### src/rtl/fb_arbiter.sv
// Frame-buffer arbiter: scan-out reads (line prime + per-group prefetch) share one
// single-port RAM with a req/ack pixel writer; display reads always win.
module fb_arbiter #(
  parameter int H_ACTIVE = 640,
  parameter int V_ACTIVE = 480,
  parameter int FB_W     = 160,
  parameter int ADDR_W   = 15
) (
  input  logic              clk,
  input  logic              rst,
  input  logic [9:0]        x,
  input  logic [9:0]        y,
  input  logic              de,
  output logic [7:0]        color,
  input  logic              wr_req,
  input  logic [ADDR_W-1:0] wr_addr,
  input  logic [7:0]        wr_data,
  output logic              wr_ack,
  output logic [ADDR_W-1:0] mem_addr,
  output logic              mem_we,
  output logic [7:0]        mem_wdata,
  input  logic [7:0]        mem_rdata
);

  localparam logic [7:0] LAST_G   = 8'(FB_W - 1);
  localparam logic [9:0] LAST_ROW = 10'(V_ACTIVE - 1);
  localparam logic [9:0] X_END    = 10'(H_ACTIVE);

  typedef enum logic [1:0] {
    TAG_NONE     = 2'b00,
    TAG_PREFETCH = 2'b01,
    TAG_PRIME    = 2'b10
  } tag_e;

  typedef enum logic [1:0] {
    SLOT_IDLE     = 2'b00,
    SLOT_PRIME    = 2'b01,
    SLOT_PREFETCH = 2'b10,
    SLOT_WRITE    = 2'b11
  } slot_e;

  // Word address of stored pixel g on the stored row covering screen row `row`;
  // the shift form is the multiply by a 160-pixel stored line.
  function automatic logic [ADDR_W-1:0] fb_addr(input logic [9:0] row, input logic [7:0] g);
    logic [16:0] r;
    logic [16:0] sum;
    r   = {9'd0, row[9:2]};
    sum = (r << 7) + (r << 5) + {9'd0, g};
    return sum[ADDR_W-1:0];
  endfunction

  logic [7:0]        cur_r;
  logic [7:0]        nxt_r;
  logic              de_d_r;
  logic              wr_block_r;
  tag_e              tag0_r;
  tag_e              tag1_r;

  logic [7:0]        g_s;
  logic [9:0]        next_row_s;
  logic              in_line_s;
  logic              prime_s;
  logic              prefetch_s;
  logic              write_s;
  logic              swap_s;
  slot_e             slot_s;
  logic [ADDR_W-1:0] slot_addr_s;

  assign g_s        = x[9:2];
  assign in_line_s  = (x < X_END);
  assign next_row_s = (y == LAST_ROW) ? 10'd0 : (y + 10'd1);
  assign prime_s    = de_d_r && !de;
  assign prefetch_s = de && in_line_s && (x[1:0] == 2'd0) && (g_s < LAST_G);
  assign write_s    = wr_req && !wr_block_r;
  // The last group has no successor, so it keeps its pixel through x=4g+3.
  assign swap_s     = de && in_line_s && (x[1:0] == 2'd3) && (g_s != LAST_G);

  // Zero-shift display: cur is already the pixel for the group now on screen.
  assign color = de ? cur_r : 8'h00;

  // Slot arbitration: line-end prime, then prefetch, then the writer.
  always_comb begin
    slot_s      = SLOT_IDLE;
    slot_addr_s = mem_addr;
    if (prime_s) begin
      slot_s      = SLOT_PRIME;
      slot_addr_s = fb_addr(next_row_s, 8'd0);
    end else if (prefetch_s) begin
      slot_s      = SLOT_PREFETCH;
      slot_addr_s = fb_addr(y, g_s + 8'd1);
    end else if (write_s) begin
      slot_s      = SLOT_WRITE;
      slot_addr_s = wr_addr;
    end else begin
      slot_s      = SLOT_IDLE;
      slot_addr_s = mem_addr;
    end
  end

  // Register the granted slot onto the RAM port and track the read tags.
  always_ff @(posedge clk or posedge rst) begin
    if (rst) begin
      mem_addr   <= {ADDR_W{1'b0}};
      mem_we     <= 1'b0;
      mem_wdata  <= 8'h00;
      wr_ack     <= 1'b0;
      wr_block_r <= 1'b0;
      tag0_r     <= TAG_NONE;
      tag1_r     <= TAG_NONE;
      de_d_r     <= 1'b0;
    end else begin
      mem_addr <= slot_addr_s;
      tag1_r   <= tag0_r;
      de_d_r   <= de;
      case (slot_s)
        SLOT_PRIME: begin
          mem_we     <= 1'b0;
          wr_ack     <= 1'b0;
          wr_block_r <= 1'b0;
          tag0_r     <= TAG_PRIME;
        end
        SLOT_PREFETCH: begin
          mem_we     <= 1'b0;
          wr_ack     <= 1'b0;
          wr_block_r <= 1'b0;
          tag0_r     <= TAG_PREFETCH;
        end
        SLOT_WRITE: begin
          mem_we     <= 1'b1;
          mem_wdata  <= wr_data;
          wr_ack     <= 1'b1;
          wr_block_r <= 1'b1;
          tag0_r     <= TAG_NONE;
        end
        default: begin
          mem_we     <= 1'b0;
          wr_ack     <= 1'b0;
          wr_block_r <= 1'b0;
          tag0_r     <= TAG_NONE;
        end
      endcase
    end
  end

  // Pixel pipeline: returned reads fill cur/nxt, group boundary moves nxt into cur.
  always_ff @(posedge clk or posedge rst) begin
    if (rst) begin
      cur_r <= 8'h00;
      nxt_r <= 8'h00;
    end else begin
      if (tag1_r == TAG_PRIME) begin
        cur_r <= mem_rdata;
      end else if (swap_s) begin
        cur_r <= nxt_r;
      end else begin
        cur_r <= cur_r;
      end
      if (tag1_r == TAG_PREFETCH) begin
        nxt_r <= mem_rdata;
      end else begin
        nxt_r <= nxt_r;
      end
    end
  end

endmodule

### config.mk
export PLATFORM = sky130hd
export DESIGN_NAME = fb_arbiter
export DESIGN_NICKNAME = d
export VERILOG_FILES = /design/src/rtl/fb_arbiter.sv
export SDC_FILE = /design/constraint.sdc
export NUM_CORES = 1
export LEC_CHECK = 0
export ABC_CLOCK_PERIOD_IN_PS = 3950
export CORE_UTILIZATION = 28
export CTS_CLUSTER_DIAMETER = 50
export DETAILED_ROUTE_END_ITERATION = 8
export GPL_ROUTABILITY_DRIVEN = 0
export GPL_TIMING_DRIVEN = 0
export PLACE_DENSITY_LB_ADDON = 0.25
export SETUP_SLACK_MARGIN = 0.2
export SLEW_MARGIN = 0
export SYNTH_ARGS = -nofsm -noshare
export SYNTH_HDL_FRONTEND = slang
export SYNTH_SLANG_ARGS = --single-unit
export TNS_END_PERCENT = 30
### constraint.sdc
create_clock -name clk -period 3.95 [get_ports clk]
set_input_delay 0.5925 -clock clk [delete_from_list [all_inputs] [get_ports clk]]
set_output_delay 0.5925 -clock clk [all_outputs]
set_load 0.005 [all_outputs]
==> results.ini, run 1 <==
[synthesis]
ys.flop_type = dfrtp_1
ys_ff_latch = 45
syn_area_per_cell_um2 = 9.75
synth_cell_types = 57
synthArstFlopShare_pct = 100
syn-instance-count = 317
synth_fp_nets = 397
yosys_warnings = 0
syn-cell-area_um2 = 3090
synth_edf_count = 0
ys_seq_area_share_pct = 36.5

[route]
totalWireLength_mm = 8.41
num_vias = 2671
drc = 0
drt_iter0_drc = 112
via_per_inst = 4.87
wl_per_cell_um = 15.3
dr.pass1.iters = 4
drtAntennaViolNets = 0

[min_path]
holdCritPathClass = register to register
min_to = tag1_r[1]
min_from = tag0_r[1]
min_delay_path_depth = 0

[floorplan]
start_util_pct = 29.4
rows = 37
core_area_um2 = 10500
chipWidth_um = 107
io_pins = 88
die_y_um = 107
dieArea_um2 = 11500

[timing]
whs_ps = 353
hold_viol = 0
finClkSkew_ps = 4.95
fmax_mhz = 283
drv_slew = 0
min_period_over_period_pct = 89.4
slew_headroom_pct = 59.9
tightestPinTransition_ps = 602
period_minus_slack_ps = 3530
setup_viol = 0
rsz0062_at_grt = false
tns_ps = 0

[clock_network]
clk_latency_ps = 300
cts_buffer_depth = 2
cts_buffers = 5
htreeDepth = 2
clkTransAtPathRegs_ps = 100
root_buffer = clkbuf_8
clock_sink_count = 45
tritoncts = built

[placement]
placed_area_um2 = 4150
place_hpwl_mm = 6.54
portBuffers = 87

[flow_run]
drv_cap = 0

[status]
status = completed

[worst_setup_path]
r2r-start = wr_block_r
rrSetupSlack_ps = 2070
required_ps = 4130
r2r_end = mem_addr[13]
cp-start-kind = input pin
cp-end-kind = register
crit_fanout = 3
worstPathArrival_ps = 3710
rr_worst_depth = 6
worstSetupPathType = input pin to register

[power]
powerDensity_nw_per_um2 = 349
power.leakage_nw = 1.86
ir_drop_mv = 0.244

[grt]
antenna_found_initial = 0
grt_pass1_wl_mm = 13.4
grt_pass1_vias = 2663
grt_max_degree = 37
globalRouteOverflowTotal = 0
gr-usage-all-layers_pct = 15.2

[cells_and_area]
syn_to_final_growth_pct = 38.4
antennaDiodeCount = 0
n_fill_cell = 1052
finish.instance_area_um2 = 4280
nets = 492
drive_gt1_share_pct = 10.4

-- what timing repair did --
action | 4_1_cts | 5_1_grt
endpoints found under the hold margin | 0 | 0
buffers inserted | 0 | 0
hold buffers | 0 | 0
endpoints found under the setup margin | 0 | 2
gates resized for setup | 0 | 5
-- cells in the mapped netlist (3+ instances only) --
| master | number | area, um^2 |
|---|---|---|
| a211oi_1 | 5 | 37.5 |
| xnor2_1 | 14 | 123 |
| fa_1 | 3 | 60.1 |
| and3_1 | 5 | 31.3 |
| and2_1 | 9 | 56.3 |
| inv_1 | 15 | 56.3 |
| a21o_1 | 3 | 22.5 |
| xor2_1 | 8 | 70.1 |
| clkbuf_1 | 6 | 22.5 |
| nor2_1 | 14 | 52.6 |
| mux2i_1 | 12 | 120 |
| ha_1 | 22 | 275 |
| nor3_1 | 4 | 20.0 |
| dfrtp_1 | 45 | 1130 |
| mux2_2 | 8 | 90.1 |
| nand3_1 | 11 | 55.1 |
| mux2_4 | 8 | 120 |
| o21ai_0 | 19 | 95.1 |
| nor2b_1 | 4 | 25.0 |
| a21oi_1 | 27 | 135 |
| nand2_1 | 28 | 105 |
| buf_2 | 3 | 15.0 |
-- metrics by stage --
step	worst slack, ps	cells	utilization (%)	total power [W]
2_1_floorplan	924	317	-	0.000875
3_3_place_gp	-11.3	540	39.3	0.00112
3_5_place_dp	-58.3	541	39.5	0.00113
4_1_cts	236	549	40.6	0.00150
5_1_grt	230	549	40.7	0.00158
6_report	417	549	40.7	0.00149
-- report_power, final --
part           leakage (nW)  switching, W  internal [W]  total, W
logic                  1.26      0.000229      0.000306  0.000535
clock network        0.0554      0.000178      0.000191  0.000369
registers             0.543     0.0000456      0.000544  0.000590
total                  1.86      0.000453       0.00104   0.00149
-- cell families (layout without fill, tap and decap cells) --
logic type | Yosys count | after routing | share of synthesized area [%]
XOR/XNOR | 22 | 22 | 6.24
flip-flops | 45 | 45 | 36.5
AO/OA/AOI/OAI | 78 | 78 | 16.3
multiplexers | 28 | 28 | 10.7
buffers and inverters | 29 | 125 | 3.89
adder cells (fa/ha/maj) | 25 | 25 | 10.9
AND/OR/NAND/NOR | 90 | 90 | 15.6
-- routing by layer --
layer	track usage (%)	part of all wire [%]
met4	4.79	2.0
met5	0	0
met2	24.0	44
met3	2.92	4.4
met1	20.8	49
-- sequential cells by signal, indices dropped and copies added (netlist names) --
register,cells
mem_addr,15
cur_r,8
mem_wdata,8
nxt_r,8
de_d_r,1
tag1_r,2
wr_block_r,1
tag0_r,2
-- worst max-delay path: stages --
cell             delay (ps)
clkdlybuf4s50_1         520
and3_1                  210
nand3_1                 100
xor2_1                  180
fa_1                    540
inv_1                    60
ha_1                    310
a211oi_1                230
o21bai_1                140
a2111o_1                420
o311a_1                 150
xnor2_2                 160
o21ai_1                  80
-- cell usage in the layout (no fill, tap or decap), types with 3 or more instances in the layout --
master,count
clkdlybuf4s50_1,84
dfrtp_1,45
nand2_1,28
a21oi_1,27
ha_1,22
o21ai_0,18
nor2_1,14
inv_1,14
xnor2_1,13
mux2i_1,12
nand3_1,11
and2_1,9
mux2_4,8
xor2_1,8
mux2_2,8
clkbuf_1,7
and3_1,5
a211oi_1,5
clkbuf_8,5
nor2b_1,4
nor3_1,4
o21ai_1,3
buf_2,3
a21o_1,3
fa_1,3
dlymetal6s2s_1,3
-- how the worst max path moves through the flow --
| stage | startpoint | slack [ps] | to | cells after the start |
|---|---|---|---|---|
| 4_1_cts | x[4] | 240 | mem_addr[13] | 13 |
| 2_1_floorplan | x[5] | 920 | mem_addr[13] | 12 |
| 6_report | x[6] | 420 | mem_addr[13] | 13 |
| 3_5_place_dp | x[4] | -60 | mem_addr[13] | 13 |
| 3_3_place_gp | x[4] | -10 | mem_addr[13] | 13 |
| 5_1_grt | x[6] | 230 | mem_addr[13] | 13 |
-- layout make-up --
type                    instances  area [um^2]  area share, %
repair buffers                 88          898           21.0
clock inverters                 2         38.8          0.907
well taps                     136          170           3.98
multi-input cells             243         1850           43.3
plain buffers                  12         53.8           1.26
inverters                      17         66.3           1.55
flip-flops and latches         45         1130           26.3
clock buffers                   6         72.6           1.70
Power figures use the tool's default switching activity.
==> inputs of run 2 (changes only) <==
CTS_CLUSTER_SIZE = 10   (was not set)
==> results of run 2 <==
No change in the layout: final DEF, timing and power equal those of run 1.
==> inputs of run 3 (changes only) <==
CORE_UTILIZATION = 52   (was 28)
HOLD_SLACK_MARGIN = 0.15   (was not set)
==> results.ini, run 3 (same netlist as run 1, synthesis figures left out) <==
[timing]
finClkSkew_ps = 5.17  ; +0.222 ps
rsz0062_at_grt = false
min_period_over_period_pct = 89.9  ; +0.47 points
drv_slew = 0  ; unchanged
setup_viol = 0  ; unchanged
fmax_mhz = 282  ; -0.53%
tightestPinTransition_ps = 558  ; -43.8 ps
tns_ps = 0  ; unchanged
slew_headroom_pct = 62.8  ; +2.9 points
period_minus_slack_ps = 3550  ; +18.7 ps
hold_viol = 0  ; unchanged

[worst_setup_path]
rrSetupSlack_ps = 2060  ; about the same
required_ps = 4130  ; about the same
r2r-start = wr_block_r
cp-start-kind = input pin
worstSetupPathType = input pin to register
worstPathArrival_ps = 3730  ; +20 ps
rr_worst_depth = 6  ; unchanged
crit_fanout = 4  ; +1
r2r_end = mem_addr[10]
cp-end-kind = register

[floorplan]
die_y_um = 79.1  ; -26%
dieArea_um2 = 6250  ; -45%
rows = 27  ; -27%
io_pins = 88  ; unchanged
chipWidth_um = 79.1  ; -26%
core_area_um2 = 5610  ; -47%
start_util_pct = 55.1  ; +26 points

[route]
drt_iter0_drc = 144  ; +29%
via_per_inst = 5.67  ; +17%
totalWireLength_mm = 8.10  ; -3.8%
dr.pass1.iters = 4  ; unchanged
wl_per_cell_um = 16.7  ; +8.9%
drc = 0  ; unchanged
drtAntennaViolNets = 0  ; unchanged
num_vias = 2749  ; +2.9%

[placement]
place_hpwl_mm = 6.13  ; -6.4%
portBuffers = 87  ; unchanged

[grt]
grt_pass1_vias = 2686  ; +0.86%
grt_max_degree = 30  ; -19%
antenna_found_initial = 0  ; unchanged
gr-usage-all-layers_pct = 26.9  ; +12 points
grt_pass1_wl_mm = 12.7  ; -4.7%
globalRouteOverflowTotal = 0  ; unchanged

[flow_run]
drv_cap = 0  ; unchanged

[cells_and_area]
layout_common_cells = clkdlybuf4s50_1, dfrtp_1, nand2_1
n_fill_cell = 400  ; -62%
largest_reg_flops = 15  ; unchanged
antennaDiodeCount = 0  ; unchanged
layout_commonest_cell = clkdlybuf4s50_1
syn_to_final_growth_pct = 36.3
drive_gt1_share_pct = 10.4  ; unchanged
final_core_util_pct = 75.1  ; +34 points
nets = 492  ; unchanged
top_register = mem_addr

[clock_network]
clk_latency_ps = 310  ; about the same
root_buffer = clkbuf_8
tritoncts = built
htreeDepth = 2  ; unchanged
cts_hold_buf = 0  ; unchanged
clkTransAtPathRegs_ps = 90  ; about the same
clock_sink_count = 45  ; unchanged
cts_buffer_depth = 2  ; unchanged
cts_buffers = 5  ; unchanged

[power]
ir_drop_mv = 0.254  ; +4.1%
powerDensity_nw_per_um2 = 369  ; +5.5%
power.leakage_nw = 1.85  ; -0.52%

[min_path]
min_to = tag1_r[1]
holdCritPathClass = register to register
min_from = tag0_r[1]
min_delay_path_depth = 0  ; unchanged

[status]
status = completed

run 3: cell types whose count changed in the layout (fill, tap and decap cells not counted), sizes merged:
cell and delta:
clkbuf -1, inv +1, dlymetal6s2s -2, clkinv -1, clkdlybuf4s50 +2, bufinv +1
run 3: worst max-delay path by stage:
stage / startpoint / end / slack, ps / cells past startpoint
2_1_floorplan: x[5] / mem_addr[13] / 920 / 12
3_3_place_gp: x[4] / mem_addr[13] / 110 / 13
3_5_place_dp: x[4] / mem_addr[13] / 70 / 13
4_1_cts: x[4] / mem_addr[13] / 380 / 13
5_1_grt: x[5] / mem_addr[13] / 210 / 13
6_report: x[5] / mem_addr[13] / 400 / 13
run 3: layout make-up:
type	count	area (um^2)	area share (%)
well taps	72	90.1	2.14
plain buffers	12	53.8	1.28
inverters	17	66.3	1.58
multi-input cells	243	1840	43.8
flip-flops and latches	45	1130	26.7
repair buffers	88	893	21.2
clock inverters	3	68.8	1.63
clock buffers	5	68.8	1.63
run 3: stage by stage:
step / setup WS (ps) / instances / cell area [um^2] / power, W / hold WS, ps
after floorplan: 924 / 317 / 3090 / 0.000875 / 331
after global placement: 106 / 476 / 4050 / 0.00110 / 332
after detailed placement: 73.0 / 477 / 4070 / 0.00113 / 335
after CTS: 377 / 485 / 4210 / 0.00155 / 357
after global routing: 212 / 485 / 4210 / 0.00163 / 363
final: 399 / 485 / 4210 / 0.00155 / 358
run 3: where the power goes:
group / internal (W) / total (W) / switching [W] / leakage [nW]
logic: 0.000305 / 0.000538 / 0.000233 / 1.24
clock network: 0.000255 / 0.000422 / 0.000168 / 0.0687
registers: 0.000544 / 0.000592 / 0.0000474 / 0.543
run 3: per-layer routing:
layer	share of wire (%)	up-vias	track usage, %
met5	0	-	0
met4	3.2	0	13.1
met3	4.6	22	3.68
met2	50	98	45.5
met1	42	1309	33.6
li1	-	1320	-
run 3: timing repair:
action / in CTS / in global routing
resized for setup: 0 / 1
setup buffers: 0 / 0
endpoints found under the setup margin: 0 / 1
run 3: critical path, cell delays in order:
cell,delay [ps]
clkdlybuf4s50_1,550
and3_1,220
nand3_1,100
xor2_1,170
fa_1,550
inv_1,60
ha_1,310
a211oi_1,260
o21bai_1,150
a2111o_1,420
o311a_1,140
xnor2_1,140
o21ai_0,80
==> RTL edit 1 (flow settings as in run 2) <==
Reset style: synchronous (`rst`), changed in 2 clocked blocks.
--- a/src/rtl/fb_arbiter.sv
+++ b/src/rtl/fb_arbiter.sv
@@ -100,3 +100,3 @@
   // Register the granted slot onto the RAM port and track the read tags.
-  always_ff @(posedge clk or posedge rst) begin
+  always_ff @(posedge clk) begin
     if (rst) begin
@@ -145,3 +145,3 @@
   // Pixel pipeline: returned reads fill cur/nxt, group boundary moves nxt into cur.
-  always_ff @(posedge clk or posedge rst) begin
+  always_ff @(posedge clk) begin
     if (rst) begin
Check against the original RTL: differs if rst is asserted again (counterexample within 4 cycles, from zero or initial values and one cycle with rst high); with rst held inactive, the same outputs for 10 cycles.
==> RTL edit 1 against run 2 <==
- sequential cell count unchanged
- sequential share of layout area is 4.3 points lower
- non-clock buffer count up 7
- power fell by 21%
- routed wire length down 4.5%
- area after synthesis down 4.3%
- combinational power is 31% lower
- worst setup slack improved by 0.10 ns
- design area fell by 4.3%
- count of clock-buffer cells in the layout fell by 1
- critical path depth unchanged
- critical path type unchanged
- critical endpoint is now mem_addr[12]$_SDFFE_PP0P_
- largest cell class unchanged
==> RTL edit 1: results (changes against run 2) <==
vias in the first global route=2788 (+4.7%); diode count=0 (unchanged); CP endpoint=mem_addr[12]$_SDFFE_PP0P_; dominant synthesized flop cell=dfxtp_1; hold_sp=tag0_r[1]$_SDFF_PP0_; status=finished, final reports clean; Worst Path Arrival=3.64 ns (-0.07 ns); DR iter-0 viols=110 (-1.8%); VDD IR-drop max=0.000134 V (-45%); Fill cells=1078 (+2.5%); H-tree levels=2 (unchanged); Port Buf Inserts=87 (unchanged); DP HPWL=6.33 mm (-3.2%); clock latency at the later pin of the worst-skew pair=0.31 ns; R2R depth=7 (+1); Worst-path clk slew=0.10 ns (about the same); Biggest register=mem_addr; HP Class=register to register; max_slew headroom=60.8% (+0.93 points); pre-CTS WS=0.213 ns (+0.271 ns); crit path from=y[3]; wl on met1=3.73 mm (-10%); Post-Synthesis Cells=342 (+7.9%); initial antenna violation count=0 (unchanged); worst reg2reg endpoint=mem_addr[13]$_SDFFE_PP0P_; CP max stage cell=clkdlybuf4s50_1; distinct cell type count after synthesis=46 (-19%); Mapped Nets=422 (+6.3%); Post-synth ARST share=0% (-100 points); Hold EP=tag1_r[1]$_SDFF_PP0_; worst r2r src=wr_block_r$_SDFF_PP0_; post-cts resize count=0 (unchanged); Synth top cells by count=dfxtp_1, nor2_1, mux2i_1; skew final=0.00644 ns (+0.00150 ns); Max clock buf depth=2 (unchanged); met2 WL=3.84 mm (+3.5%); Global Route Usage Sum=15.1% (-0.13 points); clk root buf=clkbuf_8; routed len/inst=14.0 microns (-8.5%); Post-synth EDFFs=0 (unchanged); top post-synthesis cells by area=dfxtp_1, mux2i_1, ha_1; YS warnings=0 (unchanged); Max stage delay on crit path=0.62 ns (+0.08 ns); max FFs per register=15 (unchanged); flop2flop setup slack=2.26 ns (+0.19 ns); DR vias/cell=4.74 (-2.6%); placed inst area=4000 sq um (-3.7%); Leak=1.79 nW (-3.9%); final cell count without fillers=573 (+4.4%); largest net degree at the start of global routing=18 (-51%); post-synthesis sequential area ratio=30.5% (-6.0 points); Post-layout nets=516 (+4.9%); Hold Path Depth=1 (+1); global-route wire length before repair=13.3 mm (-0.10%); Post-CTS Setup Inserts=0 (unchanged); Crit Path Max Fanout=5 (+2); met3 WL=311 microns (-17%); share of cells above drive strength 1=5.95% (-4.5 points); hold slack=0.458 ns (+0.105 ns); Peak Freq=0.292 GHz (+3.0%)
RTL edit 1: area by class of cell:
cell class / instances / area (sq um) / share of cell area [%]
multi-input cells: 263 / 1890 / 46.3
flip-flops and latches: 45 / 901 / 22.0
repair buffers: 87 / 871 / 21.3
well taps: 136 / 170 / 4.16
plain buffers: 20 / 108 / 2.63
clock buffers: 5 / 68.8 / 1.68
inverters: 14 / 52.6 / 1.28
clock inverters: 3 / 28.8 / 0.703
RTL edit 1: metal layers:
| layer | vias up | GRT usage [%] |
|---|---|---|
| met5 | - | 0 |
| met2 | 65 | 25.5 |
| met1 | 1252 | 19.2 |
| met4 | 0 | 5.53 |
| li1 | 1388 | - |
| met3 | 10 | 2.43 |
RTL edit 1: worst max-delay path: cells and delay by family:
family                     cells  cell delay (ns)
buffers and inverters          3             0.91
AOI/OAI and AO/OA              4             0.82
muxes                          1             0.34
xor gates and xnor gates       1             0.22
adders and majority gates      1             0.33
and+or+nand+nor                3             0.41
RTL edit 1: power by group:
part | switching, mW | internal (mW) | total, mW | leakage, nW
sequential | 0.0132 | 0.480 | 0.493 | 0.368
combinational | 0.173 | 0.196 | 0.369 | 1.37
clock | 0.182 | 0.134 | 0.315 | 0.0511
total | 0.367 | 0.810 | 1.18 | 1.79
RTL edit 1: kinds of logic (layout without fill, tap and decap cells):
kind of cell	after synthesis	after routing	synth area share, %
xor+xnor	20	20	5.93
simple gates	109	109	17.4
buf+inv	34	129	5.42
fa+ha+maj	25	25	11.3
compound gates	68	68	15.5
mux	41	41	13.9
flops	45	45	30.5
==> RTL edit 2 (settings of run 2) <==
Without the edit above. `V_ACTIVE`: 480 -> 240.
--- a/src/rtl/fb_arbiter.sv
+++ b/src/rtl/fb_arbiter.sv
@@ -4,3 +4,3 @@
   parameter int H_ACTIVE = 640,
-  parameter int V_ACTIVE = 480,
+  parameter int V_ACTIVE = 240,
   parameter int FB_W     = 160,
Function: changed (Yosys sat finds a counterexample within 4 cycles, from zero or initial values and one cycle with rst high).
==> RTL edit 2 against run 2 <==
- design area rose by 0.97%
- worst setup slack improved by 0.052 ns
- sequential share of layout area decreased by 0.25 points
- utilization rose by 0.57 points
- non-clock buffer count increased by 2
- routed wire length down 2.8%
- sequential cell count did not move
- largest power group unchanged
- area after synthesis fell by 0.69%
- clock skew up 0.00067 ns
- register-to-register slack lost 0.17 ns
- hold slack better by 0.0034 ns
- power hardly changed
- largest cell class unchanged
- highest routed layer unchanged
==> RTL edit 2: results (changes against run 2) <==
mux share of post-synthesis cell area=10.1% (-0.58 points); Synth Area in Adders=10.9% (+0.075 points); CP top delay family=adder cells; Leak=1.85 nW (-0.66%); Synth top cells by count=dfrtp_1, nand2_1, nor2_1; H-tree levels=2 (unchanged); Max stage delay on crit path=0.61 ns (+0.07 ns); distinct cell type count after synthesis=50 (-12%); wl on met1=3.84 mm (-7.6%); Mapped Nets=406 (+2.3%); met3 WL=385 microns (+3.2%); met3 Use GR=1.88% (-1.0 points); worst r2r src=de_d_r$_DFF_PP0_; global routing met1 resource utilization=19.0% (-1.8 points); clock latency at the later pin of the worst-skew pair=0.30 ns (about the same); crit path from=x[6]; Post-layout nets=504 (+2.4%); Biggest register=mem_addr; Worst-path clk slew=0.08 ns (-0.02 ns); DR iter-0 viols=114 (+1.8%); status=finished, final reports clean; CP max stage cell=fa_2; post-synthesis compound-gate area fraction=17.2% (+0.85 points); Worst Path Arrival=3.65 ns (-0.06 ns); dominant synthesized flop cell=dfrtp_1; worst reg2reg endpoint=mem_wdata[2]$_DFFE_PP0P_; Hold EP=tag1_r[1]$_DFF_PP0_; highest metal used=met4; XOR/XNOR Fraction of Synth Area=5.42% (-0.81 points); initial antenna violation count=0 (unchanged); Port Buf Inserts=87 (unchanged); Max clock buf depth=2 (unchanged); top post-synthesis cells by area=dfrtp_1, ha_1, nand2_1; Switch Pwr=433 uW (-4.4%); Initial DRT Pass Iterations=4 (unchanged); max_slew headroom=61.9% (+2.0 points); YS warnings=0 (unchanged); post-cts resize count=4 (+4); Crit Path Max Fanout=5 (+2); largest net degree at the start of global routing=37 (unchanged); CTS buffer count=5 (unchanged); grt met2 use=24.5% (+0.46 points); VDD IR-drop max=0.000145 V (-40%); DP HPWL=6.40 mm (-2.2%); vias in the first global route=2710 (+1.8%); flop2flop setup slack=1.90 ns (-0.17 ns); share of cells above drive strength 1=12.5% (+2.1 points); post-synthesis sequential area ratio=36.7% (+0.25 points); skew final=0.00561 ns (+0.000666 ns); DR vias/cell=4.85 (-0.34%); Global Route Usage Sum=14.5% (-0.65 points); final wirelength=8.18 mm (-2.8%); Hold Path Depth=0 (unchanged); diode count=0 (unchanged); met2 WL=3.77 mm (+1.6%); Post-synth ARST share=100% (unchanged); global-route wire length before repair=12.9 mm (-3.1%)
==> RTL edit 2: worst max-delay path by stage <==
stage	depth (start not counted)	slack (ns)	endpoint
after global placement	14	-0.11	mem_addr[13]$_DFFE_PP0P_
after CTS	14	0.22	mem_addr[13]$_DFFE_PP0P_
final	12	0.47	mem_addr[13]$_DFFE_PP0P_
after floorplan	14	0.78	mem_addr[14]$_DFFE_PP0P_
after detailed placement	14	-0.14	mem_addr[13]$_DFFE_PP0P_
after global routing	14	0.30	mem_addr[14]$_DFFE_PP0P_
==> RTL edit 2: cells by family after synthesis <==
| kind of cell | count (synthesis) |
|---|---|
| compound gates | 81 |
| xor+xnor | 19 |
| fa+ha+maj | 25 |
| buf+inv | 26 |
| flops | 45 |
| mux | 26 |
| simple gates | 104 |
==> RTL edit 2: through the flow <==
stage,instance area (sq um),hold slack [ns],worst slack [ns],instances,util [%]
floorplan,3070,0.331,0.780,326,-
finish,4320,0.357,0.469,561,41.3
global placement,4110,0.333,-0.111,549,39.3
global route,4320,0.369,0.302,561,41.3
CTS,4260,0.356,0.220,558,40.7
detailed placement,4130,0.337,-0.144,550,39.5
==> RTL edit 2: final cells by class <==
| type | instances | area (sq um) |
|---|---|---|
| Fill cell | 1078 | 6140 |
| Sequential cell | 45 | 1130 |
| Inverter | 15 | 56.3 |
| Clock buffer | 7 | 86.3 |
| Tap cell | 136 | 170 |
| Buffer | 11 | 48.8 |
| Multi-Input combinational cell | 255 | 1880 |
| Timing Repair Buffer | 91 | 923 |
| Clock inverter | 1 | 30.0 |
==> RTL edit 2: power groups by stage <==
stage	clock, mW	combinational [mW]	sequential (mW)
floorplan	0	0.286	0.592
global placement	0	0.522	0.594
detailed placement	0	0.533	0.596
CTS	0.373	0.539	0.587
global route	0.388	0.595	0.597
finish	0.366	0.540	0.586
